$ cat config.mk
export PLATFORM = sky130hd
export DESIGN_NAME = ysyx_25060170_regfile_flat
export DESIGN_NICKNAME = d
export VERILOG_FILES = /design/src/rtl/ysyx_25060170_regfile_if.sv /design/src/rtl/ysyx_25060170_regfile.sv /design/src/flat_wrapper.sv
export SDC_FILE = /design/constraint.sdc
export NUM_CORES = 2
export LEC_CHECK = 0
export BUFFER_PORTS_ARGS = -buffer_cell sky130_fd_sc_hd__buf_2
export CAP_MARGIN = 20
export CORE_MARGIN = 5
export CORE_UTILIZATION = 40
export DETAILED_ROUTE_END_ITERATION = 12
export HOLD_SLACK_MARGIN = 0.02
export SYNTH_ARGS = -nofsm -noshare
export SYNTH_HDL_FRONTEND = slang
export SYNTH_SLANG_ARGS = --single-unit
export TNS_END_PERCENT = 5
$ cat constraint.sdc
create_clock -name clk -period 3.3 [get_ports clk]
set_input_delay 0.495 -clock clk [delete_from_list [all_inputs] [get_ports clk]]
set_output_delay 0.495 -clock clk [all_outputs]
set_load 0.02 [all_outputs]
$ cat src/rtl/ysyx_25060170_regfile_if.sv
// Decode-read and write-back bundle for the register file; decode/WB side is
// the master, the register file is the slave.
interface ysyx_25060170_regfile_if #(
  parameter int DATA_W = 32,
  parameter int ADDR_W = 5
);
  logic [ADDR_W-1:0] rs1_addr;
  logic              rs1_ena;
  logic [DATA_W-1:0] rs1_data;
  logic [ADDR_W-1:0] rs2_addr;
  logic              rs2_ena;
  logic [DATA_W-1:0] rs2_data;
  logic              wb_valid;
  logic              wb_rd_ena;
  logic [ADDR_W-1:0] wb_rd_addr;
  logic [DATA_W-1:0] wb_rd_data;

  modport master (
    output rs1_addr, rs1_ena, rs2_addr, rs2_ena,
    output wb_valid, wb_rd_ena, wb_rd_addr, wb_rd_data,
    input  rs1_data, rs2_data
  );

  modport slave (
    input  rs1_addr, rs1_ena, rs2_addr, rs2_ena,
    input  wb_valid, wb_rd_ena, wb_rd_addr, wb_rd_data,
    output rs1_data, rs2_data
  );
endinterface

$ cat src/rtl/ysyx_25060170_regfile.sv
// RV32 architectural register file: two combinational read ports with
// write-first bypass, one write port, registered debug read, write counter.
module ysyx_25060170_regfile #(
  parameter int DATA_W = 32,
  parameter int ADDR_W = 5,
  parameter int CNT_W  = 32
) (
  input  logic                   clk,
  input  logic                   rst,
  ysyx_25060170_regfile_if.slave rf,
  input  logic [ADDR_W-1:0]      dbg_addr,
  output logic [DATA_W-1:0]      dbg_data,
  output logic [CNT_W-1:0]       wr_cnt
);
  localparam int NREG = 2 ** ADDR_W;

  // x0 has no storage; every access to it is intercepted before indexing.
  logic [DATA_W-1:0] regs_q [1:NREG-1];
  logic [DATA_W-1:0] dbg_data_q, dbg_data_d;
  logic [CNT_W-1:0]  wr_cnt_q, wr_cnt_d;
  logic              we;

  assign we = rf.wb_valid & rf.wb_rd_ena & (rf.wb_rd_addr != '0);

  always_comb begin
    rf.rs1_data = '0;
    if (rst && rf.rs1_ena && (rf.rs1_addr != '0)) begin
      if (we && (rf.wb_rd_addr == rf.rs1_addr)) begin
        rf.rs1_data = rf.wb_rd_data;
      end else begin
        rf.rs1_data = regs_q[rf.rs1_addr];
      end
    end
  end

  always_comb begin
    rf.rs2_data = '0;
    if (rst && rf.rs2_ena && (rf.rs2_addr != '0)) begin
      if (we && (rf.wb_rd_addr == rf.rs2_addr)) begin
        rf.rs2_data = rf.wb_rd_data;
      end else begin
        rf.rs2_data = regs_q[rf.rs2_addr];
      end
    end
  end

  // Debug sample sees the post-write value, so a same-cycle write shows up.
  always_comb begin
    dbg_data_d = '0;
    wr_cnt_d   = wr_cnt_q;
    if (dbg_addr != '0) begin
      if (we && (rf.wb_rd_addr == dbg_addr)) begin
        dbg_data_d = rf.wb_rd_data;
      end else begin
        dbg_data_d = regs_q[dbg_addr];
      end
    end
    if (we) begin
      wr_cnt_d = wr_cnt_q + CNT_W'(1);
    end
  end

  always_ff @(posedge clk or negedge rst) begin
    if (!rst) begin
      for (int i = 1; i < NREG; i++) begin
        regs_q[i] <= '0;
      end
      dbg_data_q <= '0;
      wr_cnt_q   <= '0;
    end else begin
      if (we) begin
        regs_q[rf.wb_rd_addr] <= rf.wb_rd_data;
      end
      dbg_data_q <= dbg_data_d;
      wr_cnt_q   <= wr_cnt_d;
    end
  end

  assign dbg_data = dbg_data_q;
  assign wr_cnt   = wr_cnt_q;
endmodule
$ cat src/flat_wrapper.sv
// flat-port wrapper written by rule: the top's interface ports become plain ports
module ysyx_25060170_regfile_flat 
#(
  parameter int DATA_W = 32,
  parameter int ADDR_W = 5,
  parameter int CNT_W  = 32
)
  (clk, rst, dbg_addr, dbg_data, wr_cnt, rf_rs1_addr, rf_rs1_ena, rf_rs2_addr, rf_rs2_ena, rf_wb_valid, rf_wb_rd_ena, rf_wb_rd_addr, rf_wb_rd_data, rf_rs1_data, rf_rs2_data);
  ysyx_25060170_regfile_if #(.DATA_W(DATA_W), .ADDR_W(ADDR_W)) rf_i ();
  input  logic clk;
  input  logic rst;
  input  logic [ADDR_W-1:0] dbg_addr;
  output logic [DATA_W-1:0] dbg_data;
  output logic [CNT_W-1:0] wr_cnt;
  input wire logic [$bits(rf_i.rs1_addr)-1:0] rf_rs1_addr;
  input wire logic [$bits(rf_i.rs1_ena)-1:0] rf_rs1_ena;
  input wire logic [$bits(rf_i.rs2_addr)-1:0] rf_rs2_addr;
  input wire logic [$bits(rf_i.rs2_ena)-1:0] rf_rs2_ena;
  input wire logic [$bits(rf_i.wb_valid)-1:0] rf_wb_valid;
  input wire logic [$bits(rf_i.wb_rd_ena)-1:0] rf_wb_rd_ena;
  input wire logic [$bits(rf_i.wb_rd_addr)-1:0] rf_wb_rd_addr;
  input wire logic [$bits(rf_i.wb_rd_data)-1:0] rf_wb_rd_data;
  output wire logic [$bits(rf_i.rs1_data)-1:0] rf_rs1_data;
  output wire logic [$bits(rf_i.rs2_data)-1:0] rf_rs2_data;
  assign rf_i.rs1_addr = rf_rs1_addr;
  assign rf_i.rs1_ena = rf_rs1_ena;
  assign rf_i.rs2_addr = rf_rs2_addr;
  assign rf_i.rs2_ena = rf_rs2_ena;
  assign rf_i.wb_valid = rf_wb_valid;
  assign rf_i.wb_rd_ena = rf_wb_rd_ena;
  assign rf_i.wb_rd_addr = rf_wb_rd_addr;
  assign rf_i.wb_rd_data = rf_wb_rd_data;
  assign rf_rs1_data = rf_i.rs1_data;
  assign rf_rs2_data = rf_i.rs2_data;
  ysyx_25060170_regfile #(.DATA_W(DATA_W), .ADDR_W(ADDR_W), .CNT_W(CNT_W)) u_core (.clk(clk), .rst(rst), .rf(rf_i), .dbg_addr(dbg_addr), .dbg_data(dbg_data), .wr_cnt(wr_cnt));
endmodule
==> out/metrics.csv <==
metric,value,unit
run_status,"complete, but fails checks",
violations,setup timing,
totalPowerFinal,39.3,mW
critPathCaptureType,primary output,
placed_cell_area,69600,µm²
syn-num-nets,4629,
hold_viol,0,
antenna_found_initial,23,
pwr-share-clk,38.2,%
cp_slowest_cell,o211ai_1,
async_flop_share,100,%
ir_drop,0.000468,V
synth_top_area_share,41.5,%
ys_types,70,
cts.sinks,1056,
fp.dieH,409,µm
grt_setup_unrepaired,true,
final_area,74100,µm²
fillCellCount,13843,
power.leakage,32.0,nW
post-route-drc-count,0,
fin_worst_skew,0.0603,ns
portBuffers,185,
synth_most_common_cell,mux2_2,
cp-start-kind,input pin,
ys_top_cells_by_area,"dfrtp_1, mux4_2, mux2_2, mux2i_1, a22oi_1",
max_slew_margin,15.7,%
die_w,409,µm
yosysWarnings,0,
p_switching,11.4,mW
tightest_slew,1.27,ns
wl_per_cell,36.6,µm
synth_edf_count,0,
setup.worst_path.class,input pin to primary output,
synthToLayoutAreaGrowth,16.4,%
drtPass1Iterations,6,
crit_chain,clkbuf_4 -> buf_12 -> nor2b_2 -> buf_6 -> a22oi_1 -> o21ai_0 -> a32oi_2 -> o211ai_1 -> buf_4 -> buf_2,
setup_ws,-0.0760,ns
syn_area_per_cell,13.9,µm²
netlist_top_cells_count,"mux2_2, dfrtp_1, mux4_2, clkbuf_1, buf_2",
start_util,40.2,%
place.detailed.hpwl,162,mm
met3_length,29.4,mm
period_minus_slack,3.38,ns
track_usage,29.7,%
clk_latency,0.78,ns
wl_met1,99.5,mm
reg2reg_slack,1.16,ns
power.share.sequential,41.6,%
arrival,2.88,ns
cts_tree,done,
wirelength,253,mm
syn_area,63700,µm²
met2WireLength,109,mm
whs,0.0635,ns
clk_pin_slew,0.06,ns
grt_max_degree,175,
fp-row-count,146,
min_path_type,input pin to flop,
htreeDepth,3,
slew_violations,0,
ant_nets,0,
p_per_area,530,nW/µm²
synth_flop_cell,dfrtp_1,
ys_ff_latch,1056,
critPathRequiredTime,2.80,ns
yosysSeqAreaShare,41.5,%
core-area,158000,µm²
routed-via-count,47843,
cts_root_buf,clkbuf_16,
dp_slack,-0.00917,ns
synth_top_area_cell,dfrtp_1,
cp_max_fo,12,
fp.dieArea,167000,µm²
period_share,102,%
postCtsSetupRepairBufs,0,
max_freq,296,MHz
grt_pass1_vias,47209,
cap_violations,0,
routed_via_density,6.92,
setup_viol,1,
grt_overflow,0,
power.internal,27.9,mW
drive_gt1_share,52.5,%
final_nets,4790,
drtIter0Drc,6330,
slowest_delay,0.56,ns
switching_share,29.0,%
place.gp.congestion,0.914,
pin_count,186,
clock_path_buffers,3,
cts_made_buffers,120,
syn_inst,4570,
grt_pass1_wl,361,mm
p_comb_share,20.2,%
top_layer_used,met5,
-- worst max-delay path: cells and delay by family --
family,cells,cell delay (ns)
AO/OA/AOI/OAI,4,1.11
AND/OR/NAND/NOR,1,0.18
buffers and inverters,5,1.05
-- layer usage --
| metal | GRT usage (%) | vias up |
|---|---|---|
| met4 | 15.2 | 4 |
| met2 | 42.9 | 3124 |
| met3 | 8.31 | 704 |
| met1 | 40.9 | 25470 |
| met5 | 0 | - |
| li1 | - | 18541 |
-- stage by stage --
step | std cells | utilization [%] | setup TNS [ns]
after detailed placement | 6680 | 43.9 | -0.0126
after floorplan | 4570 | - | 0
after global routing | 6903 | 46.8 | -0.102
after global placement | 6680 | 43.9 | -0.0542
final | 6913 | 46.8 | -0.0760
after CTS | 6902 | 46.7 | -0.0306
-- flip-flops by register name, indices dropped and copies added, names as in the netlist --
name / flops
u_core.wr_cnt: 32
u_core.regs_q: 992
u_core.dbg_data: 32
-- power by group through the flow --
stage | clock network (mW) | registers, mW | logic [mW]
3_5_place_dp | 0 | 16.4 | 7.82
4_1_cts | 15.2 | 16.2 | 7.86
3_3_place_gp | 0 | 16.3 | 7.73
6_report | 15.0 | 16.3 | 7.95
2_1_floorplan | 0 | 16.0 | 5.30
5_1_grt | 15.7 | 16.5 | 8.37
-- what timing repair did --
action / in CTS / in global routing
pin swaps: 0 / 1
endpoints found under the setup margin: 4 / 8
hold buffers: 1 / 0
hold endpoints to repair: 205 / 0
gates resized for setup: 5 / 14
-- placed cells by master, fill, tap and decap left out, types with 21 or more instances in the layout --
| cell | Yosys | final |
|---|---|---|
| buf_12 | 0 | 118 |
| a32o_1 | 24 | 24 |
| a2111oi_0 | 31 | 31 |
| clkinv_2 | 0 | 26 |
| o221ai_1 | 65 | 62 |
| clkbuf_16 | 0 | 120 |
| xnor2_1 | 27 | 27 |
| buf_2 | 208 | 175 |
| o211ai_1 | 24 | 24 |
| dfrtp_1 | 1056 | 1056 |
| buf_4 | 9 | 240 |
| a22oi_1 | 174 | 173 |
| o21ai_0 | 22 | 21 |
| o22ai_1 | 50 | 50 |
| nor2_4 | 0 | 29 |
| a221oi_1 | 67 | 67 |
| nand3_1 | 77 | 76 |
| mux2_2 | 1105 | 1105 |
| mux4_2 | 599 | 599 |
| mux2i_1 | 157 | 155 |
| bufinv_16 | 0 | 23 |
| o22a_1 | 30 | 30 |
| clkbuf_8 | 0 | 24 |
| nor2_1 | 113 | 80 |
| nand2_1 | 188 | 182 |
-- path summary, 6_finish.rpt --
check / from / to / depth (start not counted)
hold reg to reg: u_core.wr_cnt[31] / u_core.wr_cnt[31] / 1
min in group asynchronous: rst / u_core.dbg_data[26] / 3
max in group asynchronous: rst / u_core.regs_q[232] / 4
hold / removal: rf_wb_rd_data[0] / u_core.regs_q[96] / 2
setup / recovery: rf_rs2_addr[2] / rf_rs2_data[17] / 10
setup reg to reg: u_core.regs_q[782] / u_core.dbg_data[14] / 5
-- final cells by class --
class                   instances  area [µm²]  area share, %
well taps                    2072        2590           3.50
repair buffers                543        5170           6.98
clock buffers                 156        3380           4.56
flip-flops and latches       1056       26400           35.7
diodes                         11        27.5         0.0372
multi-input cells            2993       35400           47.8
inverters                      17        63.8         0.0861
clock inverters                65        1010           1.37
-- cell families (layout without fill, tap and decap cells) --
| group | after synthesis | after routing | share of synthesized area [%] |
|---|---|---|---|
| buffers and inverters | 521 | 781 | 3.55 |
| multiplexers | 1861 | 1861 | 43.2 |
| AND/OR/NAND/NOR | 465 | 465 | 3.30 |
| XOR/XNOR | 46 | 46 | 0.633 |
| flip-flops | 1056 | 1056 | 41.5 |
| adder cells (fa/ha/maj) | 1 | 1 | 0.0197 |
| other | 0 | 11 | 0 |
| AO/OA/AOI/OAI | 620 | 620 | 7.78 |
No activity file was read; power rests on OpenSTA's default activity.
